**src/rtl/scr1_tapc_pkg.sv**
```systemverilog
// Shared types and helpers for the TAP controller data-register bank.
package scr1_tapc_pkg;

    localparam int SCR1_TAPC_DR_LEN_W = 8;
    localparam int SCR1_TAPC_MASK_W   = 256;

    typedef logic [SCR1_TAPC_DR_LEN_W-1:0] type_scr1_tapc_dr_len_v;

    // Select width; one extra code is reserved so out-of-range selects reach BYPASS
    function automatic int scr1_tapc_sel_w(input int num_dr);
        return $clog2(num_dr + 1);
    endfunction

    function automatic logic [SCR1_TAPC_MASK_W-1:0] scr1_tapc_len_mask(input type_scr1_tapc_dr_len_v len);
        logic [SCR1_TAPC_MASK_W-1:0] m;
        m = '0;
        for (int i = 0; i < SCR1_TAPC_MASK_W; i++) m[i] = (i < int'(len));
        return m;
    endfunction

endpackage

```
**src/rtl/scr1_tapc_dr_upd_hs.sv**
```systemverilog
// Per-DR update handshake: pending-data valid flag and sticky overrun flag.
module scr1_tapc_dr_upd_hs (
    input  logic clk,
    input  logic rst,
    input  logic upd_acc,
    input  logic upd_rdy,
    input  logic ovr_clr,
    output logic upd_vld,
    output logic upd_ovr
);

    always_ff @(posedge clk) begin
        if (rst) begin
            upd_vld <= 1'b0;
            upd_ovr <= 1'b0;
        end else begin
            // a fresh update keeps vld high even if the old data is consumed this cycle
            if (upd_acc)      upd_vld <= 1'b1;
            else if (upd_rdy) upd_vld <= 1'b0;

            if (upd_acc && upd_vld && !upd_rdy) upd_ovr <= 1'b1;
            else if (ovr_clr)                   upd_ovr <= 1'b0;
        end
    end

endmodule

```
**src/rtl/scr1_tapc_dr_bank.sv**
```systemverilog
// Bank of JTAG data registers of individual lengths sharing one shift register,
// with BYPASS for unmapped selects, shift-length check and per-DR update handshake.
module scr1_tapc_dr_bank
    import scr1_tapc_pkg::*;
#(
    parameter int SCR1_NUM_DR    = 4,
    parameter int SCR1_MAX_WIDTH = 32,
    parameter logic [SCR1_NUM_DR*SCR1_TAPC_DR_LEN_W-1:0] SCR1_DR_LEN = {8'd32, 8'd16, 8'd8, 8'd1},
    parameter logic [SCR1_NUM_DR*SCR1_MAX_WIDTH-1:0]     SCR1_RESET_VALUE = '0,
    parameter bit   SCR1_LEN_CHECK = 1'b1,
    localparam int  SEL_W = scr1_tapc_sel_w(SCR1_NUM_DR)
) (
    input  logic                                  clk,
    input  logic                                  rst,
    input  logic                                  fsm_dr_capture,
    input  logic                                  fsm_dr_shift,
    input  logic                                  fsm_dr_update,
    input  logic [SEL_W-1:0]                      dr_sel,
    input  logic                                  din_serial,
    input  logic [SCR1_NUM_DR*SCR1_MAX_WIDTH-1:0] din_parallel,
    output logic                                  dout_serial,
    output logic [SCR1_NUM_DR*SCR1_MAX_WIDTH-1:0] dout_parallel,
    output logic [SCR1_NUM_DR-1:0]                upd_vld,
    input  logic [SCR1_NUM_DR-1:0]                upd_rdy,
    input  logic [SCR1_NUM_DR-1:0]                ovr_clr,
    output logic [SCR1_NUM_DR-1:0]                upd_ovr,
    output logic                                  len_err
);

    localparam int NDR   = SCR1_NUM_DR;
    localparam int MW    = SCR1_MAX_WIDTH;
    localparam int IDX_W = (NDR > 1) ? $clog2(NDR) : 1;
    localparam int CNT_W = $clog2(MW + 2);
    localparam logic [CNT_W-1:0] CNT_SAT = CNT_W'(MW + 1);

    type_scr1_tapc_dr_len_v len_lut  [NDR];
    logic [MW-1:0]          mask_lut [NDR];
    logic [MW-1:0]          din_arr  [NDR];

    logic [MW-1:0]          sr;
    logic                   bypass;
    logic [CNT_W-1:0]       cnt;

    logic                   sel_vld;
    logic [IDX_W-1:0]       sel_idx;
    type_scr1_tapc_dr_len_v cur_len;
    logic [MW-1:0]          cur_mask;
    logic [MW-1:0]          top_bit;
    logic [MW-1:0]          sr_shift;
    logic                   cnt_hit;
    logic                   upd_go;
    logic                   upd_ok;
    logic                   upd_rej;
    logic [NDR-1:0]         upd_acc;

    assign sel_vld  = (dr_sel < SEL_W'(NDR));
    assign sel_idx  = sel_vld ? dr_sel[IDX_W-1:0] : '0;
    assign cur_len  = len_lut[sel_idx];
    assign cur_mask = mask_lut[sel_idx];

    // new bit enters at L-1; bits at and above L stay zero
    assign top_bit  = cur_mask & ~(cur_mask >> 1);
    assign sr_shift = ((sr >> 1) & (cur_mask >> 1)) | (top_bit & {MW{din_serial}});

    assign cnt_hit  = (32'(cnt) == 32'(cur_len));
    assign upd_go   = fsm_dr_update && !fsm_dr_capture && !fsm_dr_shift && sel_vld;
    assign upd_ok   = upd_go && (!SCR1_LEN_CHECK || cnt_hit);
    assign upd_rej  = upd_go && SCR1_LEN_CHECK && !cnt_hit;

    assign dout_serial = sel_vld ? sr[0] : bypass;

    always_ff @(posedge clk) begin
        if (rst) begin
            sr      <= '0;
            bypass  <= 1'b0;
            cnt     <= '0;
            len_err <= 1'b0;
        end else begin
            len_err <= 1'b0;
            if (fsm_dr_capture) begin
                if (sel_vld) begin
                    sr  <= din_arr[sel_idx] & cur_mask;
                    cnt <= '0;
                end else begin
                    bypass <= 1'b0;
                end
            end else if (fsm_dr_shift) begin
                if (sel_vld) begin
                    sr <= sr_shift;
                    if (cnt != CNT_SAT) cnt <= cnt + CNT_W'(1);
                end else begin
                    bypass <= din_serial;
                end
            end else if (fsm_dr_update) begin
                len_err <= upd_rej;
            end
        end
    end

    for (genvar i = 0; i < NDR; i++) begin : g_dr
        // length list is written DR0-first, so DR0 sits in the top byte
        localparam type_scr1_tapc_dr_len_v LEN =
            SCR1_DR_LEN[(NDR-1-i)*SCR1_TAPC_DR_LEN_W +: SCR1_TAPC_DR_LEN_W];
        localparam logic [MW-1:0] MASK = MW'(scr1_tapc_len_mask(LEN));

        logic [MW-1:0] shadow;

        assign len_lut[i]  = LEN;
        assign mask_lut[i] = MASK;
        assign din_arr[i]  = din_parallel[i*MW +: MW];
        assign upd_acc[i]  = upd_ok && (sel_idx == IDX_W'(i));

        always_ff @(posedge clk) begin
            if (rst)             shadow <= SCR1_RESET_VALUE[i*MW +: MW] & MASK;
            else if (upd_acc[i]) shadow <= sr & MASK;
        end

        assign dout_parallel[i*MW +: MW] = shadow;

        scr1_tapc_dr_upd_hs u_hs (
            .clk     (clk),
            .rst     (rst),
            .upd_acc (upd_acc[i]),
            .upd_rdy (upd_rdy[i]),
            .ovr_clr (ovr_clr[i]),
            .upd_vld (upd_vld[i]),
            .upd_ovr (upd_ovr[i])
        );
    end

endmodule

```
**config.mk**
```make
export PLATFORM = sky130hd
export DESIGN_NAME = scr1_tapc_dr_bank
export DESIGN_NICKNAME = d
export VERILOG_FILES = /design/src/rtl/scr1_tapc_pkg.sv /design/src/rtl/scr1_tapc_dr_upd_hs.sv /design/src/rtl/scr1_tapc_dr_bank.sv
export SDC_FILE = /design/constraint.sdc
export NUM_CORES = 1
export LEC_CHECK = 0
export CORE_ASPECT_RATIO = 0.75
export CORE_UTILIZATION = 45
export DETAILED_ROUTE_END_ITERATION = 10
export HOLD_SLACK_MARGIN = 0.1
export PLACE_DENSITY = 0.91
export SLEW_MARGIN = 20
export SYNTH_ARGS = -nofsm -noshare
export SYNTH_HDL_FRONTEND = slang
export SYNTH_SLANG_ARGS = --single-unit
```
**constraint.sdc**
```tcl
create_clock -name clk -period 3.5 [get_ports clk]
set_input_delay 0.7 -clock clk [delete_from_list [all_inputs] [get_ports clk]]
set_output_delay 0.7 -clock clk [all_outputs]
set_load 0.05 [all_outputs]
```
-- Word-level counts from Yosys, hierarchy flattened
Index checks and enable logic that the tools add are counted.
- input port bits: 145
- word-level logic and storage cells: 112
- register bits: 105
- output and inout bits: 138
- bitwise operators: 9
- multiplexer cells: 40
- equal/unequal tests: 5
- $add $sub $neg: 1
- reductions and logical operators: 39
- $lt $le $gt $ge: 2
- operators with widths (kind ; count):
    $mux W32 ; 8
    $bmux W32 S2 ; 2
    $and A32 B32 Y32 ; 3
    $not A31 Y32 ; 1
    $or A31 B32 Y32 ; 1
    $and A31 B31 Y31 ; 1
    $mux W6 ; 5
    $mux W1 ; 21
    $reduce_bool A2 Y1 ; 10
    $logic_and A1 B1 Y1 ; 17
    $bmux W8 S2 ; 1
    $mux W8 ; 2
    $eq A6 B8 Y1 ; 1
    $logic_not A1 Y1 ; 7
    $add A6 B1 Y6 const B ; 1
    $ne A6 B6 Y1 const B ; 1
    $eq A2 B2 Y1 const B ; 2
    $reduce_and A2 Y1 ; 2
    $reduce_or A4 Y1 ; 1
    $ge A3 B3 Y1 const B ; 1
    $lt A3 B3 Y1 const B ; 1
    $not A2 Y3 ; 1
    $reduce_and A3 Y1 ; 1
    $eq A2 B1 Y1 const B ; 1
    3 further kinds ; 4

-- Longest topological paths before layout
- depth in word-level cells: 13
- depth in mapped cells: 8
- mapped depth without buffers: 6

-- By module
Synthesis repeated with hierarchy kept, for this count alone.
- cells, all modules: 708
- area total of the unflattened synthesis: 5799.3 um2
- by module, submodules not included (module ; sequential area each (um2) ; cells an instance ; times used ; area an instance (um2)):
    scr1_tapc_dr_bank ; 1941.9 ; 680 ; 1 ; 5514.0
    scr1_tapc_dr_upd_hs ; 40.0 ; 7 ; 4 ; 71.3

-- Worst setup path before layout
No wires, ideal clock.
- path type: input to output
- start point: input dr_sel[2]
- end point: output dout_serial
- data arrival time: 1.532 ns
- slack: 1.268 ns
- stages on the path: 3
- required time: 2.800 ns
- buffers on the path: 2
- cell sequence: buf_6 clkbuf_1 mux2_2
- longest elaborated chain between the ends: 2
- ends and longest elaborated chain (element ; line ; RTL):
    start, declared ; scr1_tapc_dr_bank.sv:18 ; input logic [SEL_W-1:0] dr_sel,
    $lt A3 B3 Y1 ; scr1_tapc_dr_bank.sv:56 ; assign sel_vld = (dr_sel < SEL_W'(NDR));
    $mux W1 ; scr1_tapc_dr_bank.sv:70 ; assign dout_serial = sel_vld ? sr[0] : bypass;
    end, declared ; scr1_tapc_dr_bank.sv:21 ; output logic dout_serial,
No other way between the ends.

-- Worst setup path after layout
Ends and elaborated chain as after synthesis.

==> reports/results.ini <==
[run_status]
status = finished, final reports clean

[critical_path]
critPathArrivalTime_ns = 2.28
cp.required_ns = 2.80
worstSetupStartpointType = input pin
cp_top_family = buffers and inverters
path_buf_inv = 3
cpMostUsedCell = buf_4
path_cells = clkdlybuf4s50_1 > buf_4 > mux2_2 > buf_4
max_stage_delay_ns = 0.73
end_kind = output pin
path_max_fanout = 14
crit_slowest_cell = clkdlybuf4s50_1
worst-setup-path-type = in -> out

[logic_synthesis]
synthXorXnorAreaFrac_pct = 0.602
synth-seq-cells = 105
synth_top_family_by_area = compound AO/OA/AOI/OAI gates
synth_ff_type = dfxtp_1
synth_top_area_cell = dfxtp_1
synthAdderAreaFrac_pct = 0.430
synthTopCellsByArea = dfxtp_1 36%, nand2b_1 11%, buf_4 10%
synth_top_area_share_pct = 36.1
synth_area_mm2 = 0.00582
yosys.area_share.simple_pct = 17.9
synthCells = 630
synth_edf_count = 0
async_reset_ff_share_pct = 0
yosysWarnings = 0
synthMuxAreaShare_pct = 10.9
seq_area_frac_synth_pct = 36.1
synth_compound_area_share_pct = 19.2
synth_cell_types = 52
synth_area_per_cell_um2 = 9.24

[pwr]
power_frac_comb_pct = 18.7
p_leak_uw = 0.00302
ir_worst_vdd_uv = 244
switching_share_pct = 29.2
p_clk_share_pct = 37.6
seqPwrFrac_pct = 43.7
switchingPower_uw = 821
p_per_area_mw_per_mm2 = 361
p_int_uw = 1990

[final_layout]
layout.nets = 937
insertedDiodeCount = 0
drive_gt1_share_pct = 6.42
nFillCells = 1046
final-instance-count-excl-fill = 961
areaGrowthSynthToFinish_pct = 33.8
stdcell_area_mm2 = 0.00779

[sta]
tns_ns = 0
fin_crit_ns = 2.98
layout_setup_ws_ns = 0.521
setup_viol = 0
max_freq_mhz = 336
fin_crit_sh_pct = 85.1
hold_violations = 0
skew_ns = 0.00682
worst_pin_slew_ns = 0.912
rsz0062_at_grt = false
slew_headroom_pct = 39.2
drv_slew = 0
holdWs_ns = 0.457

[grt]
first_global_vias = 4786
grt_usage_pct = 23.4
overflow = 0
grt_max_degree = 62
grt_pass1_wl_um = 24600
antenna_found_initial = 0

[clock_network]
cts_sinks = 105
htreeDepth = 3
cts_buffers = 9
postCtsHoldBufs = 0
cts_setup_buffers = 0
cts_root_buffer = clkbuf_16
clockBufferDepth = 2
ctsResizeCount = 0
clk_pin_slew_worst_paths_ns = 0.07
cts_tree = built
insertion_delay_ns = 0.35

[die]
die_y_um = 101
die_w_um = 133
ios = 283
num_rows = 35
die_area_mm2 = 0.0134
core_area_mm2 = 0.0124
initial_core_util_pct = 46.8

[min_path]
hp-class = reg -> reg

[route]
drt_iter0_markers = 319
antenna_left = 0
drt-pass1-iter-count = 5
totalWireLength_um = 15700
post_drt_wl_per_cell_um = 16.3
num_vias = 4950
drc_errors = 0
routed_via_density = 5.15

[placement]
hpwl_um = 11500
place_inst = 945
post-place-ws_ns = 0.317
placed_cell_area_mm2 = 0.00748
io_buffers = 188
place_congestion = 0.839

[run]
drv_cap = 0

==> per-layer routing <==
layer | part of all wire [%] | global-route usage [%] | up-vias
li1 | - | - | 2416
met1 | 43 | 28.9 | 2325
met2 | 48 | 40.0 | 191
met3 | 7.9 | 6.13 | 18
met4 | 1.5 | 6.99 | 0
met5 | 0 | 0 | -
==> final timing paths <==
kind	slack [ns]	depth (start not counted)	startpoint	endpoint
worst max-delay path	0.52	4	dr_sel[2]	dout_serial
worst min-delay path	0.46	2	g_dr[3].u_hs.upd_ovr$_SDFFE_PP0P_	g_dr[3].u_hs.upd_ovr$_SDFFE_PP0P_
worst max register to register	1.55	5	cnt[0]$_SDFFE_PP0P_	g_dr[0].shadow[0]$_SDFFE_PP0P_
worst min register to register	0.46	2	g_dr[3].u_hs.upd_ovr$_SDFFE_PP0P_	g_dr[3].u_hs.upd_ovr$_SDFFE_PP0P_
==> synthesized netlist by cell type (3+ instances only) <==
library cell,count
nand2b_1,98
o21a_1,7
a221oi_1,10
and3b_1,3
nor2b_1,6
nor3_1,9
dfxtp_1,105
a21oi_1,34
a22oi_1,7
clkbuf_1,28
a22o_1,29
mux2i_1,59
a211o_1,17
o21ai_0,9
nand2_1,22
buf_4,80
nor2_1,18
mux2_2,4
buf_1,3
buf_2,9
xnor2_1,3
buf_6,7
o221ai_1,16
o2111ai_1,4
inv_1,4
nand4_1,5
==> per-stage QoR <==
step,utilization (%),total power (µW)
after CTS,62.6,2830
after global placement,60.1,1770
after global routing,62.6,2920
after floorplan,-,1650
final,62.6,2810
after detailed placement,60.1,1780
==> layout make-up <==
class | count | area (µm²) | share of cell area [%]
Clock buffer | 9 | 225 | 2.89
Clock inverter | 7 | 85.1 | 1.09
Inverter | 5 | 18.8 | 0.241
Multi-Input combinational cell | 463 | 3130 | 40.2
Sequential cell | 105 | 2100 | 27.0
Tap cell | 166 | 208 | 2.67
Timing Repair Buffer | 206 | 2020 | 25.9
==> worst reg2reg max path, stage by stage, from the launching register on <==
cell and delay [ns]:
dfxtp_1 0.49, nor4b_1 0.29, a22o_1 0.37, o2111a_1 0.27
buf_12 0.21, mux2i_1 0.24
==> power groups by stage <==
stage	Sequential, µW	Combinational [µW]	Clock [µW]
after CTS	1230	523	1080
after floorplan	1250	396	0
after global routing	1230	558	1130
after global placement	1260	516	0
after detailed placement	1260	522	0
final	1230	525	1060
==> cells by family (layout without fill, tap and decap cells) <==
kind of cell,after synthesis,in the layout
and+or+nand+nor,175,175
buffers and inverters,132,227
other,1,71
xor gates and xnor gates,4,4
AOI/OAI and AO/OA,148,148
DFF,105,105
adders and majority gates,2,2
muxes,63,63
==> flip-flops by register name, summed over array words and instances (netlist names) <==
name,count
bypass,1
len_err,1
cnt,6
sr,32
g_dr.u_hs.upd_ovr,4
g_dr.shadow,57
g_dr.u_hs.upd_vld,4
==> placed cells by master (no fill, tap or decap), drive strengths merged, types with 3 or more instances in the layout <==
| master | count |
|---|---|
| nor2 | 18 |
| buf | 21 |
| o21ai | 9 |
| nor3 | 9 |
| and3b | 3 |
| a22o | 29 |
| a211o | 17 |
| o221ai | 16 |
| conb | 71 |
| a22oi | 7 |
| nor4b | 3 |
| inv | 8 |
| nand2b | 98 |
| nand2 | 22 |
| dfxtp | 105 |
| o21a | 7 |
| mux2i | 59 |
| clkbuf | 9 |
| nor2b | 6 |
| clkdlybuf4s50 | 185 |
| xnor2 | 3 |
| o21bai | 3 |
| nand4 | 5 |
| a221oi | 10 |
| o2111ai | 4 |
| a21oi | 34 |
| mux2 | 4 |
(Power assumes the default switching activity.)
